<file path="src/rtl/apb_master_initiator.sv">
// APB requester: turns one cmd handshake into one APB SETUP+ACCESS transfer and returns a held response.
// Latency: zero-wait slave gives rsp_valid 3 edges after the accept edge; 4-cycle minimum command period.
// Backpressure: cmd_ready only in IDLE; response is held in RESP until rsp_ready, stalling new commands.
module apb_master_initiator #(
    parameter int ADDR_W  = 32,
    parameter int DATA_W  = 32,
    parameter int TIMEOUT = 256
) (
    input  logic              PCLK,
    input  logic              PRESETn,
    input  logic              cmd_valid,
    output logic              cmd_ready,
    input  logic              cmd_write,
    input  logic [ADDR_W-1:0] cmd_addr,
    input  logic [DATA_W-1:0] cmd_wdata,
    output logic              rsp_valid,
    input  logic              rsp_ready,
    output logic [DATA_W-1:0] rsp_rdata,
    output logic              rsp_err,
    output logic              rsp_timeout,
    output logic              busy,
    output logic              PSELx,
    output logic              PENABLE,
    output logic              PWRITE,
    output logic [ADDR_W-1:0] PADDR,
    output logic [DATA_W-1:0] PWDATA,
    input  logic [DATA_W-1:0] PRDATA,
    input  logic              PREADY,
    input  logic              PSLVERR
);

    // A TIMEOUT of 0 still needs a legal (unused) 1-bit counter.
    localparam int CNT_W = (TIMEOUT > 0) ? $clog2(TIMEOUT + 1) : 1;
    localparam logic [CNT_W-1:0] CNT_LAST = (TIMEOUT > 0) ? CNT_W'(TIMEOUT - 1) : '0;

    typedef enum logic [1:0] {
        ST_IDLE   = 2'd0,
        ST_SETUP  = 2'd1,
        ST_ACCESS = 2'd2,
        ST_RESP   = 2'd3
    } state_t;

    state_t            state_q,       state_d;
    logic              psel_q,        psel_d;
    logic              penable_q,     penable_d;
    logic              pwrite_q,      pwrite_d;
    logic [ADDR_W-1:0] paddr_q,       paddr_d;
    logic [DATA_W-1:0] pwdata_q,      pwdata_d;
    logic              rsp_valid_q,   rsp_valid_d;
    logic [DATA_W-1:0] rsp_rdata_q,   rsp_rdata_d;
    logic              rsp_err_q,     rsp_err_d;
    logic              rsp_timeout_q, rsp_timeout_d;
    logic [CNT_W-1:0]  cnt_q,         cnt_d;
    logic              timeout_hit;

    // Last permitted wait cycle reached; only meaningful while in ACCESS with PREADY low.
    assign timeout_hit = (TIMEOUT > 0) && (cnt_q == CNT_LAST);

    assign cmd_ready   = (state_q == ST_IDLE);
    assign busy        = (state_q != ST_IDLE);
    assign PSELx       = psel_q;
    assign PENABLE     = penable_q;
    assign PWRITE      = pwrite_q;
    assign PADDR       = paddr_q;
    assign PWDATA      = pwdata_q;
    assign rsp_valid   = rsp_valid_q;
    assign rsp_rdata   = rsp_rdata_q;
    assign rsp_err     = rsp_err_q;
    assign rsp_timeout = rsp_timeout_q;

    // Next-state and registered-output computation for the transfer sequencer.
    always_comb begin
        state_d       = state_q;
        psel_d        = psel_q;
        penable_d     = penable_q;
        pwrite_d      = pwrite_q;
        paddr_d       = paddr_q;
        pwdata_d      = pwdata_q;
        rsp_valid_d   = rsp_valid_q;
        rsp_rdata_d   = rsp_rdata_q;
        rsp_err_d     = rsp_err_q;
        rsp_timeout_d = rsp_timeout_q;
        cnt_d         = cnt_q;

        unique case (state_q)
            ST_IDLE: begin
                if (cmd_valid) begin
                    // Address/data are frozen here and held until the next accept.
                    pwrite_d  = cmd_write;
                    paddr_d   = cmd_addr;
                    pwdata_d  = cmd_write ? cmd_wdata : '0;
                    psel_d    = 1'b1;
                    penable_d = 1'b0;
                    cnt_d     = '0;
                    state_d   = ST_SETUP;
                end
            end
            ST_SETUP: begin
                penable_d = 1'b1;
                state_d   = ST_ACCESS;
            end
            ST_ACCESS: begin
                if (PREADY) begin
                    // Completion takes priority over a timeout on the same edge.
                    rsp_rdata_d   = pwrite_q ? '0 : PRDATA;
                    rsp_err_d     = PSLVERR;
                    rsp_timeout_d = 1'b0;
                    rsp_valid_d   = 1'b1;
                    psel_d        = 1'b0;
                    penable_d     = 1'b0;
                    state_d       = ST_RESP;
                end else if (timeout_hit) begin
                    rsp_rdata_d   = '0;
                    rsp_err_d     = 1'b1;
                    rsp_timeout_d = 1'b1;
                    rsp_valid_d   = 1'b1;
                    psel_d        = 1'b0;
                    penable_d     = 1'b0;
                    state_d       = ST_RESP;
                end else if ((TIMEOUT > 0) && (cnt_q != CNT_LAST)) begin
                    cnt_d = cnt_q + CNT_W'(1);
                end
            end
            ST_RESP: begin
                if (rsp_ready) begin
                    rsp_valid_d = 1'b0;
                    state_d     = ST_IDLE;
                end
            end
            default: begin
                state_d = ST_IDLE;
            end
        endcase
    end

    // State and output registers; reset abandons any transfer and pending response.
    always_ff @(posedge PCLK or negedge PRESETn) begin
        if (!PRESETn) begin
            state_q       <= ST_IDLE;
            psel_q        <= 1'b0;
            penable_q     <= 1'b0;
            pwrite_q      <= 1'b0;
            paddr_q       <= '0;
            pwdata_q      <= '0;
            rsp_valid_q   <= 1'b0;
            rsp_rdata_q   <= '0;
            rsp_err_q     <= 1'b0;
            rsp_timeout_q <= 1'b0;
            cnt_q         <= '0;
        end else begin
            state_q       <= state_d;
            psel_q        <= psel_d;
            penable_q     <= penable_d;
            pwrite_q      <= pwrite_d;
            paddr_q       <= paddr_d;
            pwdata_q      <= pwdata_d;
            rsp_valid_q   <= rsp_valid_d;
            rsp_rdata_q   <= rsp_rdata_d;
            rsp_err_q     <= rsp_err_d;
            rsp_timeout_q <= rsp_timeout_d;
            cnt_q         <= cnt_d;
        end
    end

endmodule

</file>
<file path="config.mk">
export PLATFORM = sky130hd
export DESIGN_NAME = apb_master_initiator
export DESIGN_NICKNAME = d
export VERILOG_FILES = /design/src/rtl/apb_master_initiator.sv
export SDC_FILE = /design/constraint.sdc
export NUM_CORES = 1
export LEC_CHECK = 0
export BUFFER_PORTS_ARGS = -buffer_cell sky130_fd_sc_hd__clkbuf_2
export CAP_MARGIN = 20
export CORE_UTILIZATION = 42
export CTS_CLUSTER_DIAMETER = 40
export DETAILED_ROUTE_END_ITERATION = 6
export PLACE_DENSITY = 0.76
export SYNTH_ARGS = -nofsm -noshare
export SYNTH_HDL_FRONTEND = slang
export SYNTH_SLANG_ARGS = --single-unit
</file>
<file path="constraint.sdc">
create_clock -name PCLK -period 2.15 [get_ports PCLK]
set_clock_uncertainty 0.15 [all_clocks]
set_input_delay 0.3225 -clock PCLK [delete_from_list [all_inputs] [get_ports PCLK]]
set_output_delay 0.3225 -clock PCLK [all_outputs]
set_load 0.01 [all_outputs]
</file>
==> flow_summary.json <==
{
  "status": "finished with violations",
  "violations": "DRC",
  "core_mm2": 0.0103,
  "grt_pass1_wl_um": 21800,
  "crit_path_cell_trace": "inv_1, ha_2, inv_1, clkbuf_2",
  "synth_top_cell_by_area": "dfrtp_1",
  "wl_met2_um": 6880,
  "via_per_inst": 4.89,
  "drv_slew": 0,
  "synth_warnings": 0,
  "p_leak_uw": 0.00374,
  "arrival_ns": 1.58,
  "tns_ns": 0,
  "synth_area_mm2": 0.00446,
  "whs_path_depth": 3,
  "antenna_found_initial": 0,
  "avgSynthCellArea_um2": 12.1,
  "drive_above_1_share": 0.420,
  "vias": 4081,
  "drv_cap": 0,
  "ff_latch_area_mm2": 0.00283,
  "fillers": 696,
  "r2r_slack_ns": 0.1,
  "crit_path_frequent_cell": "inv_1",
  "wl_met1_um": 5480,
  "port_buffers": 206,
  "ys_types": 26,
  "hold_violations": 0,
  "grt_pass1_vias": 4319,
  "grt_max_degree": 42,
  "worstSetupEndpointType": "output port",
  "period_needed_ns": 2.05,
  "fin_util": 0.714,
  "drc_errors": 1,
  "initial_utilization": 0.432,
  "peakVddDrop_v": 0.000652,
  "die_w_um": 105,
  "synthCells": 370,
  "setup_viol": 0,
  "preCtsSetupSlack_ns": -0.00893,
  "numCtsBuffers": 17,
  "route.met3.wl_um": 742,
  "dp_hpwl_um": 7650,
  "cts-root-buf": "clkbuf_8",
  "seq_area_frac_synth": 0.633,
  "grt_overflow": 0,
  "rows": 37,
  "critPathKind": "reg -> out",
  "clk_latency_ns": 0.50,
  "clk_path_buf_depth": 2,
  "gp_congestion": 0.779,
  "worst_slack_ns": 0.0998,
  "syn-num-nets": 481,
  "postRouteAntennaNets": 0,
  "crit_slowest_cell": "dfrtp_1",
  "cts-htree-levels": 4,
  "fin_crit_sh": 0.954,
  "fmax_mhz": 488,
  "nNetsFinal": 796,
  "grt_util_all_layers": 0.257,
  "first_iter_violations": 221,
  "wire_per_inst_um": 16.2,
  "top_layer_used": "met4",
  "start_kind": "flop",
  "diodes": 0,
  "synth-seq-cells": 113,
  "drt-pass1-iter-count": 7,
  "boundaryPins": 207,
  "tightest_slew_ns": 0.653,
  "multiInputGateArea_mm2": 0.00156,
  "worstPathRequired_ns": 1.68,
  "dieArea_mm2": 0.0110,
  "p_per_area_mw_per_mm2": 1360,
  "die_y_um": 105,
  "cts_tree": "yes",
  "slew_headroom": 0.565,
  "routed_wl_um": 13500,
  "slowest_delay_ns": 0.41,
  "hold_class": "in -> reg",
  "ff2ff_path_depth": 8,
  "crit_fanout": 5,
  "yosysTopAreaCellShare": 0.633,
  "syn_to_final_growth_pct": 65.2,
  "clock-sinks": 113,
  "clkTransAtPathRegs_ns": 0.05,
  "synth_area_leaders": "dfrtp_1 63%, mux2_2 8.8%, nand2_1 6.3%"
}
## final timing paths
path / startpoint / endpoint
setup reg to reg: cnt_q[1] / state_q[1]
max in group asynchronous: PRESETn / PADDR[0]
hold / removal: cmd_valid / PSELx
hold reg to reg: PWDATA[10] / PWDATA[10]
setup / recovery: state_q[0] / busy
min in group asynchronous: PRESETn / rsp_rdata[12]
## cell type report
class,count,area share
clock buffers,23,0.0633
clock inverters,9,0.0209
inverters,6,0.00305
multi-input cells,229,0.211
flip-flops and latches,113,0.384
well taps,136,0.0231
repair buffers,318,0.295
## through the flow
stage	power (µW)	cells	hold WS (ns)	area, µm²
finish	10000	834	0.0757	7370
global route	10600	834	0.103	7370
CTS	9980	834	0.0413	7360
detailed placement	6860	702	0.103	5730
global placement	6720	702	0.101	5730
floorplan	5350	370	-0.123	4460
## logic make-up (layout without fill, tap and decap cells)
kind of cell    Yosys count  count (layout)  share of synthesized area
simple gates            100             100                     0.0964
buf+inv                  28             356                     0.0269
flops                   113             113                      0.633
fa+ha+maj                 8               8                     0.0224
mux                      37              37                     0.0939
compound gates           80              80                      0.119
xor+xnor                  4               4                    0.00785
## placed cells by master (no fill, tap or decap), types with 2 or more instances in the layout
| cell | instances |
|---|---|
| ha_1 | 5 |
| nor2b_1 | 2 |
| clkbuf_16 | 16 |
| inv_1 | 6 |
| o21ai_0 | 39 |
| or3_1 | 2 |
| mux2_2 | 35 |
| clkbuf_1 | 3 |
| nand4_1 | 2 |
| a21oi_1 | 5 |
| nand2_1 | 74 |
| clkbuf_2 | 205 |
| dfrtp_1 | 113 |
| and3_1 | 2 |
| dlygate4sd3_1 | 100 |
| clkinvlp_4 | 2 |
| clkinv_2 | 2 |
| bufinv_16 | 4 |
| nor2_2 | 2 |
| ha_2 | 2 |
| nor2_1 | 7 |
| clkbuf_8 | 4 |
| buf_12 | 4 |
| xor2_1 | 3 |
| buf_4 | 9 |
| nand3_1 | 3 |
| a22o_1 | 32 |
| nand2b_1 | 2 |
## routing by layer
| metal | track usage | up-vias |
|---|---|---|
| met1 | 0.300 | 1944 |
| li1 | - | 1909 |
| met5 | 0 | - |
| met3 | 0.0599 | 35 |
| met4 | 0.122 | 0 |
| met2 | 0.447 | 193 |
## state kept, by name, indices dropped and copies added (netlist names)
signal / flops
rsp_timeout: 1
PSELx: 1
state_q: 2
rsp_valid: 1
PWDATA: 32
rsp_err: 1
cnt_q: 9
rsp_rdata: 32
PWRITE: 1
PENABLE: 1
PADDR: 32
## power breakdown
part           internal (µW)  total [µW]  leakage, µW  switching (µW)
clock                   1970        2930     0.000298             956
sequential              3050        3600      0.00144             555
combinational           1680        3490      0.00201            1810
total                   6700       10000      0.00374            3320
## synthesized netlist by cell type
library cell and instances:
dfrtp_1 113, nand2_1 75, o21ai_0 39, mux2_2 35, a22o_1 32, buf_2 12
clkbuf_1 10, nor2_1 9, ha_1 8, a21oi_1 6, inv_1 6, nand3_1 3
xor2_1 3, and3_1 2, nand2b_1 2, nand4_1 2, nor2b_1 2, o21ai_2 2
or3_1 2, mux2_4 1, mux2i_1 1, nand3_4 1, nand4bb_1 1, o2bb2ai_1 1
or3b_1 1, xnor2_1 1
## timing repair
| action | in CTS | in global routing |
|---|---|---|
| pin swaps | 0 | 1 |
| cloned | 0 | 0 |
| setup buffers | 0 | 0 |
| setup endpoints to repair | 2 | 10 |
| gates resized for setup | 2 | 4 |
| hold buffers | 100 | 0 |
| hold endpoints to repair | 212 | 0 |
## worst max-delay path: cells and delay by family, from the launching register on
family / cells / cell delay (ns)
fa+ha+maj: 1 / 0.28
buf+inv: 3 / 0.38
flops: 1 / 0.41
Power figures use the tool's default switching activity.
